--- config.mk ---
export PLATFORM = sky130hd
export DESIGN_NAME = ece453_button_conditioner
export DESIGN_NICKNAME = d
export VERILOG_FILES = /design/src/rtl/ece453_button_conditioner.sv
export SDC_FILE = /design/constraint.sdc
export NUM_CORES = 1
export LEC_CHECK = 0
export CAP_MARGIN = 20
export CORE_UTILIZATION = 30
export CTS_CLUSTER_DIAMETER = 30
export DETAILED_ROUTE_END_ITERATION = 8
export GPL_ROUTABILITY_DRIVEN = 0
export SETUP_SLACK_MARGIN = 0.15
export SLEW_MARGIN = 20
export SYNTH_ARGS = -nofsm -noshare
export SYNTH_HDL_FRONTEND = slang
export SYNTH_SLANG_ARGS = --single-unit
--- constraint.sdc ---
create_clock -name clk -period 2.04 [get_ports clk]
set_clock_uncertainty 0.2 [all_clocks]
set_input_delay 0.204 -clock clk [delete_from_list [all_inputs] [get_ports clk]]
set_output_delay 0.204 -clock clk [all_outputs]
set_load 0.05 [all_outputs]
--- src/rtl/ece453_button_conditioner.sv ---
// Button front end for ece453_fsm_example: two-flop sync, counter debounce, one-cycle press pulse.
// Optional feature macro: ECE453_BTN_REPEAT_EN compiles in hold-to-repeat pulses.
module ece453_button_conditioner #(
    parameter int DEBOUNCE_CYCLES = 4,
    parameter int REPEAT_DELAY    = 16,
    parameter int REPEAT_PERIOD   = 8
) (
    input  logic       clk,
    input  logic       reset,
    input  logic       button_raw,
    input  logic       dir_raw,
    output logic       button_pulse,
    output logic       direction,
    output logic       button_level,
    output logic [7:0] press_count
);

    localparam int CW = $clog2(DEBOUNCE_CYCLES + 1);
    localparam logic [CW-1:0] CNT_DONE = CW'(DEBOUNCE_CYCLES);

    if (DEBOUNCE_CYCLES < 1 || REPEAT_DELAY < 1 || REPEAT_PERIOD < 1) begin : g_bad_params
        $error("ece453_button_conditioner: cycle parameters must be >= 1");
    end

    typedef enum logic [1:0] {IDLE, DEB_PRESS, PRESSED, DEB_RELEASE} state_t;

    state_t        state, state_next;
    logic          s1, s2, d1, d2;
    logic [CW-1:0] cnt, cnt_next;
    logic          pulse_next, dir_next, level_next;
    logic [7:0]    count_next;

`ifdef ECE453_BTN_REPEAT_EN
    localparam int HOLD_MAX = (REPEAT_DELAY > REPEAT_PERIOD) ? REPEAT_DELAY : REPEAT_PERIOD;
    localparam int HW = $clog2(HOLD_MAX + 1);
    localparam logic [HW-1:0] FIRST_HIT = HW'(REPEAT_DELAY - 1);
    localparam logic [HW-1:0] NEXT_HIT  = HW'(REPEAT_PERIOD - 1);

    logic [HW-1:0] hold, hold_next;
    logic          repeating, repeating_next;
    logic          rep_hit;

    // The first repeat waits REPEAT_DELAY, later ones REPEAT_PERIOD; hold restarts at each pulse.
    assign rep_hit = (hold == (repeating ? NEXT_HIT : FIRST_HIT));
`endif

    // NOTE: sequential state uses non-blocking assignments so every flop samples pre-edge values.
    always_ff @(posedge clk) begin
        if (!reset) begin
            s1 <= 1'b0;
            s2 <= 1'b0;
            d1 <= 1'b0;
            d2 <= 1'b0;
        end else begin
            s1 <= button_raw;
            s2 <= s1;
            d1 <= dir_raw;
            d2 <= d1;
        end
    end

    always_ff @(posedge clk) begin
        if (!reset) begin
            state        <= IDLE;
            cnt          <= '0;
            button_pulse <= 1'b0;
            direction    <= 1'b0;
            button_level <= 1'b0;
            press_count  <= '0;
`ifdef ECE453_BTN_REPEAT_EN
            hold         <= '0;
            repeating    <= 1'b0;
`endif
        end else begin
            state        <= state_next;
            cnt          <= cnt_next;
            button_pulse <= pulse_next;
            direction    <= dir_next;
            button_level <= level_next;
            press_count  <= count_next;
`ifdef ECE453_BTN_REPEAT_EN
            hold         <= hold_next;
            repeating    <= repeating_next;
`endif
        end
    end

    always_comb begin
        // NOTE: defaults first, so no path through the case leaves a signal unassigned (no latch).
        state_next     = state;
        cnt_next       = cnt;
        pulse_next     = 1'b0;
        dir_next       = direction;
        count_next     = press_count;
`ifdef ECE453_BTN_REPEAT_EN
        hold_next      = hold;
        repeating_next = repeating;
`endif
        unique case (state)
            IDLE: begin
                if (s2) begin
                    state_next = DEB_PRESS;
                    cnt_next   = CW'(1);
                end
            end
            DEB_PRESS: begin
                if (!s2) begin
                    state_next = IDLE;
                    cnt_next   = '0;
                end else if (cnt == CNT_DONE) begin
                    state_next = PRESSED;
                    cnt_next   = '0;
                    pulse_next = 1'b1;
                    dir_next   = d2;
                    count_next = press_count + 8'd1;
`ifdef ECE453_BTN_REPEAT_EN
                    hold_next      = '0;
                    repeating_next = 1'b0;
`endif
                end else begin
                    cnt_next = cnt + CW'(1);
                end
            end
            PRESSED: begin
                if (!s2) begin
                    state_next = DEB_RELEASE;
                    cnt_next   = CW'(1);
                end
`ifdef ECE453_BTN_REPEAT_EN
                else if (rep_hit) begin
                    pulse_next     = 1'b1;
                    dir_next       = d2;
                    hold_next      = '0;
                    repeating_next = 1'b1;
                end else begin
                    hold_next = hold + HW'(1);
                end
`endif
            end
            DEB_RELEASE: begin
                // Hold counter is deliberately left frozen here; it resumes on a return to PRESSED.
                if (s2) begin
                    state_next = PRESSED;
                    cnt_next   = '0;
                end else if (cnt == CNT_DONE) begin
                    state_next = IDLE;
                    cnt_next   = '0;
                end else begin
                    cnt_next = cnt + CW'(1);
                end
            end
            default: state_next = IDLE;
        endcase
        level_next = (state_next == PRESSED) || (state_next == DEB_RELEASE);
    end

endmodule

=== Word-level counts from Yosys, hierarchy flattened ===
Index checks and enable logic that the tools add are counted.
Widths: inputs -> output; s select.

* Flip-flop bits (word level): 20
* Input bits: 4
* Output and inout port bits: 11

* $add $sub $neg: 2
* Equality and inequality tests: 8
* Muxes and demuxes: 14
* Reduce and logical (&&, ||, !) cells: 5

{| class="wikitable"
|+ Operator list
! cell !! number
|-
| $mux 3 || 5
|-
| $mux 2 || 6
|-
| $pmux 3 s4 || 1
|-
| $add 8x1->8 const B || 1
|-
| $eq 2x2->1 const B || 4
|-
| $pmux 2 s4 || 1
|-
| $reduce_and 3->1 || 2
|-
| $ne 2x2->1 const B || 2
|-
| $add 3x1->3 const B || 1
|-
| $eq 3x3->1 const B || 1
|-
| $eq 2x1->1 const B || 1
|-
| $logic_not 2->1 || 1
|-
| $reduce_and 2->1 || 1
|-
| $logic_or 1x1->1 || 1
|-
| $mux 1 || 1
|}

=== Depth between registers and ports, before layout ===
* Depth in word-level cells: 6
* Gate-level depth with buffers: 6
* Mapped depth without buffers: 5

=== Worst setup path after synthesis ===
No wires, ideal clock.

* Path kind: flip-flop to flip-flop
* Start: register press_count[0]
* End: register press_count[6]
* Data arrival time: 1.613 ns
* Slack: 0.154 ns
* Stages on the path, launching flop included: 5
* Period minus slack after synthesis: 1.886 ns
* Path through: dfxtp_1 -> ha_1 -> nand3b_1 -> or4_1 -> a21oi_1

* Longest elaborated chain between the ends: 1

{| class="wikitable"
|+ RTL lines
! element !! RTL line !! RTL
|-
| start, declared || 15 || <nowiki>output logic [7:0] press_count</nowiki>
|-
| start signal, assigned || 80 || <nowiki>press_count <= count_next;</nowiki>
|-
| $add 8x1->8 || 115 || <nowiki>count_next = press_count + 8'd1;</nowiki>
|}

No other way between the ends.
A chain may end at the register's enable or synchronous reset.

=== Worst setup path after layout ===
* Start: register button_pulse
* End: output button_pulse

{| class="wikitable"
|+ RTL lines
! element !! RTL line !! RTL
|-
| start, declared || 12 || <nowiki>output logic button_pulse,</nowiki>
|-
| start signal, assigned || 77 || <nowiki>button_pulse <= pulse_next;</nowiki>
|}

No word-level cell between the ends.

==> qor.yml <==
global_routing:
  globalRouteOverflowTotal: 0
  grtUsageTotal_pct: 12.57
  grt_pass1_vias: 625
  grt_pass1_wl_um: 2573
  grt_max_degree: 13
  antenna_found_initial: 0
worst_setup_path:
  arrival_ps: 1400
  path_cells: "clkdlybuf4s50_1"
  r2r_slack_ps: 280
  required_ps: 1640
  start_kind: "register"
  crit_slowest_cell: "clkdlybuf4s50_1"
  cp-end-kind: "output pin"
  worst-path-buf-inv: 1
  max_stage_delay_ps: 790
  worstSetupPathType: "reg2out"
  cp_max_fo: 1
  crit_family: "buffers and inverters"
route:
  drtAntennaViolNets: 0
  via_per_inst: 5.089
  routedWlPerCell_um: 10.51
  num_vias: 687
  drc: 0
  routed_wl_um: 1419
  firstDrtPassIters: 3
  drtIter0Drc: 6
floorplanning:
  ios: 15
  start_util_pct: 32.28
  fp.dieH_um: 53.87
  rows: 18
  core-area_um2: 2500
  die_width_um: 53.87
  die_area_um2: 2901
clock_network:
  cts_buffer_depth: 2
  tritoncts: "yes"
  cts_buffers: 3
  cts.clk_slew.worst_paths_ps: 110
  htreeDepth: 1
  root_buffer: "clkbuf_4"
  clock-sinks: 19
  worst_skew_pair.late_latency_ps: 300
  cts_setup_buffers: 0
sta:
  final.setup.tns_ps: 0
  layout_setup_ws_ps: 232.4
  final_hold_viol_count: 0
  slew_headroom_pct: 66.72
  min_period_ps: 1808
  slew_viol_final: 0
  finalSetupViolations: 0
  post-route-period-util_pct: 88.61
  fin_hold_ws_ps: 242.9
  fmax_mhz: 553.2
  worst_pin_slew_ps: 498.4
  rsz0062_at_grt: "false"
synth:
  syn_nets: 94
  ys_ff_latch: 19
  synth.area.top_cells: "dfxtp_1 (47%), a21oi_1 (5.6%), ha_1 (4.7%)"
  yosys.area.top_type: "dfxtp_1"
  syn-instance-count: 87
  synth_top_area_share_pct: 47.13
  synthTopCellsByCount: "dfxtp_1 (19), a21oi_1 (9), o21ai_0 (5)"
  seq_area_frac_synth_pct: 47.13
  synth_ff_type: "dfxtp_1"
  syn_area_per_cell_um2: 9.276
  yosys_warnings: 0
  yosysUniqueCellTypes: 30
  synth.most_common_cell: "dfxtp_1"
  ys_async_sr_fraction_pct: 0
  syn_area_um2: 807.0
  synth_edf_count: 0
finish:
  fill_cells: 257
  drive_gt1_share_pct: 6.667
  syn2layout_area_growth_pct: 26.67
  fin_area_um2: 1022
  nets: 113
  diodes: 0
power:
  p_per_area_nw_per_um2: 579.8
  max-vdd-ir-drop_v: 0.0004467
  p_leak_nw: 0.4408
  p_total_uw: 592.7
job:
  cap_violations: 0
status:
  status: "finished clean"
hold_path:
  hold_path_class: "reg2reg"
place:
  pre_cts_ws_ps: 281.5
  dp_hpwl_um: 1034
  postPlaceCellArea_um2: 992.2
  port_buffers: 14
final cells by class:
cell class,count,area [um2],share of cell area (%)
Clock buffer,3,22.52,2.203
Inverter,5,18.77,1.836
Multi-Input combinational cell,61,407.9,39.90
Timing Repair Buffer,16,150.1,14.69
Sequential cell,19,380.4,37.21
Tap cell,30,37.54,3.672
Clock inverter,1,5.005,0.4896
logic make-up (layout without fill, tap and decap cells):
| logic type | Yosys count | count (layout) | share of synthesized area, % |
|---|---|---|---|
| compound gates | 20 | 20 | 14.42 |
| fa+ha+maj | 3 | 3 | 4.652 |
| flops | 19 | 19 | 47.13 |
| xor+xnor | 1 | 1 | 1.085 |
| buf+inv | 7 | 25 | 3.255 |
| mux | 2 | 2 | 2.481 |
| simple gates | 35 | 35 | 26.98 |
layout by cell type (no fill, tap or decap), drive strengths merged, types with 2 or more instances in the layout:
cell / instances
nor2: 2
or4: 4
nor3: 2
nand2b: 2
and2: 4
clkdlybuf4s50: 4
buf: 2
a21oi: 9
or3: 2
dlymetal6s2s: 2
ha: 3
and3: 3
dfxtp: 19
nand2: 4
o21ai: 5
mux2i: 2
dlygate4sd2: 8
inv: 4
o31ai: 4
clkinv: 2
clkbuf: 3
nand3: 4
routing by layer:
layer / GRT usage, % / part of all wire, % / routed length [um]
met3: 5.932 / 5.1 / 72
met5: 0 / 0 / 0
met4: 3.947 / 0.56 / 8
met2: 21.60 / 48 / 687
met1: 13.48 / 46 / 650
path summary, 6_finish.rpt:
path / cells past startpoint / start / endpoint
max: 1 / button_pulse / button_pulse
min: 1 / s1 / s2
max reg2reg: 5 / cnt[0] / press_count[5]
min reg2reg: 1 / s1 / s2
registers in the layout (all words and copies together), names as in the netlist:
name	cells
direction	1
button_pulse	1
d1	1
s1	1
d2	1
state	1
button_level	1
s2	1
press_count	8
cnt	3
power breakdown:
group | internal [mW] | switching, mW | total [mW]
combinational | 0.0116 | 0.0126 | 0.0243
clock | 0.0731 | 0.116 | 0.189
sequential | 0.376 | 0.00371 | 0.380
metrics by stage:
| stage | std cells | util, % |
|---|---|---|
| floorplan | 87 | - |
| global placement | 131 | 39.69 |
| detailed placement | 131 | 39.69 |
| CTS | 135 | 40.39 |
| global route | 135 | 40.89 |
| finish | 135 | 40.89 |
timing repair:
action                                  4_1_cts  5_1_grt
gates resized for setup                       8        3
endpoints found under the setup margin        8        8
hold buffers                                  0        0
cloned                                        0        0
(Power assumes the default switching activity.)
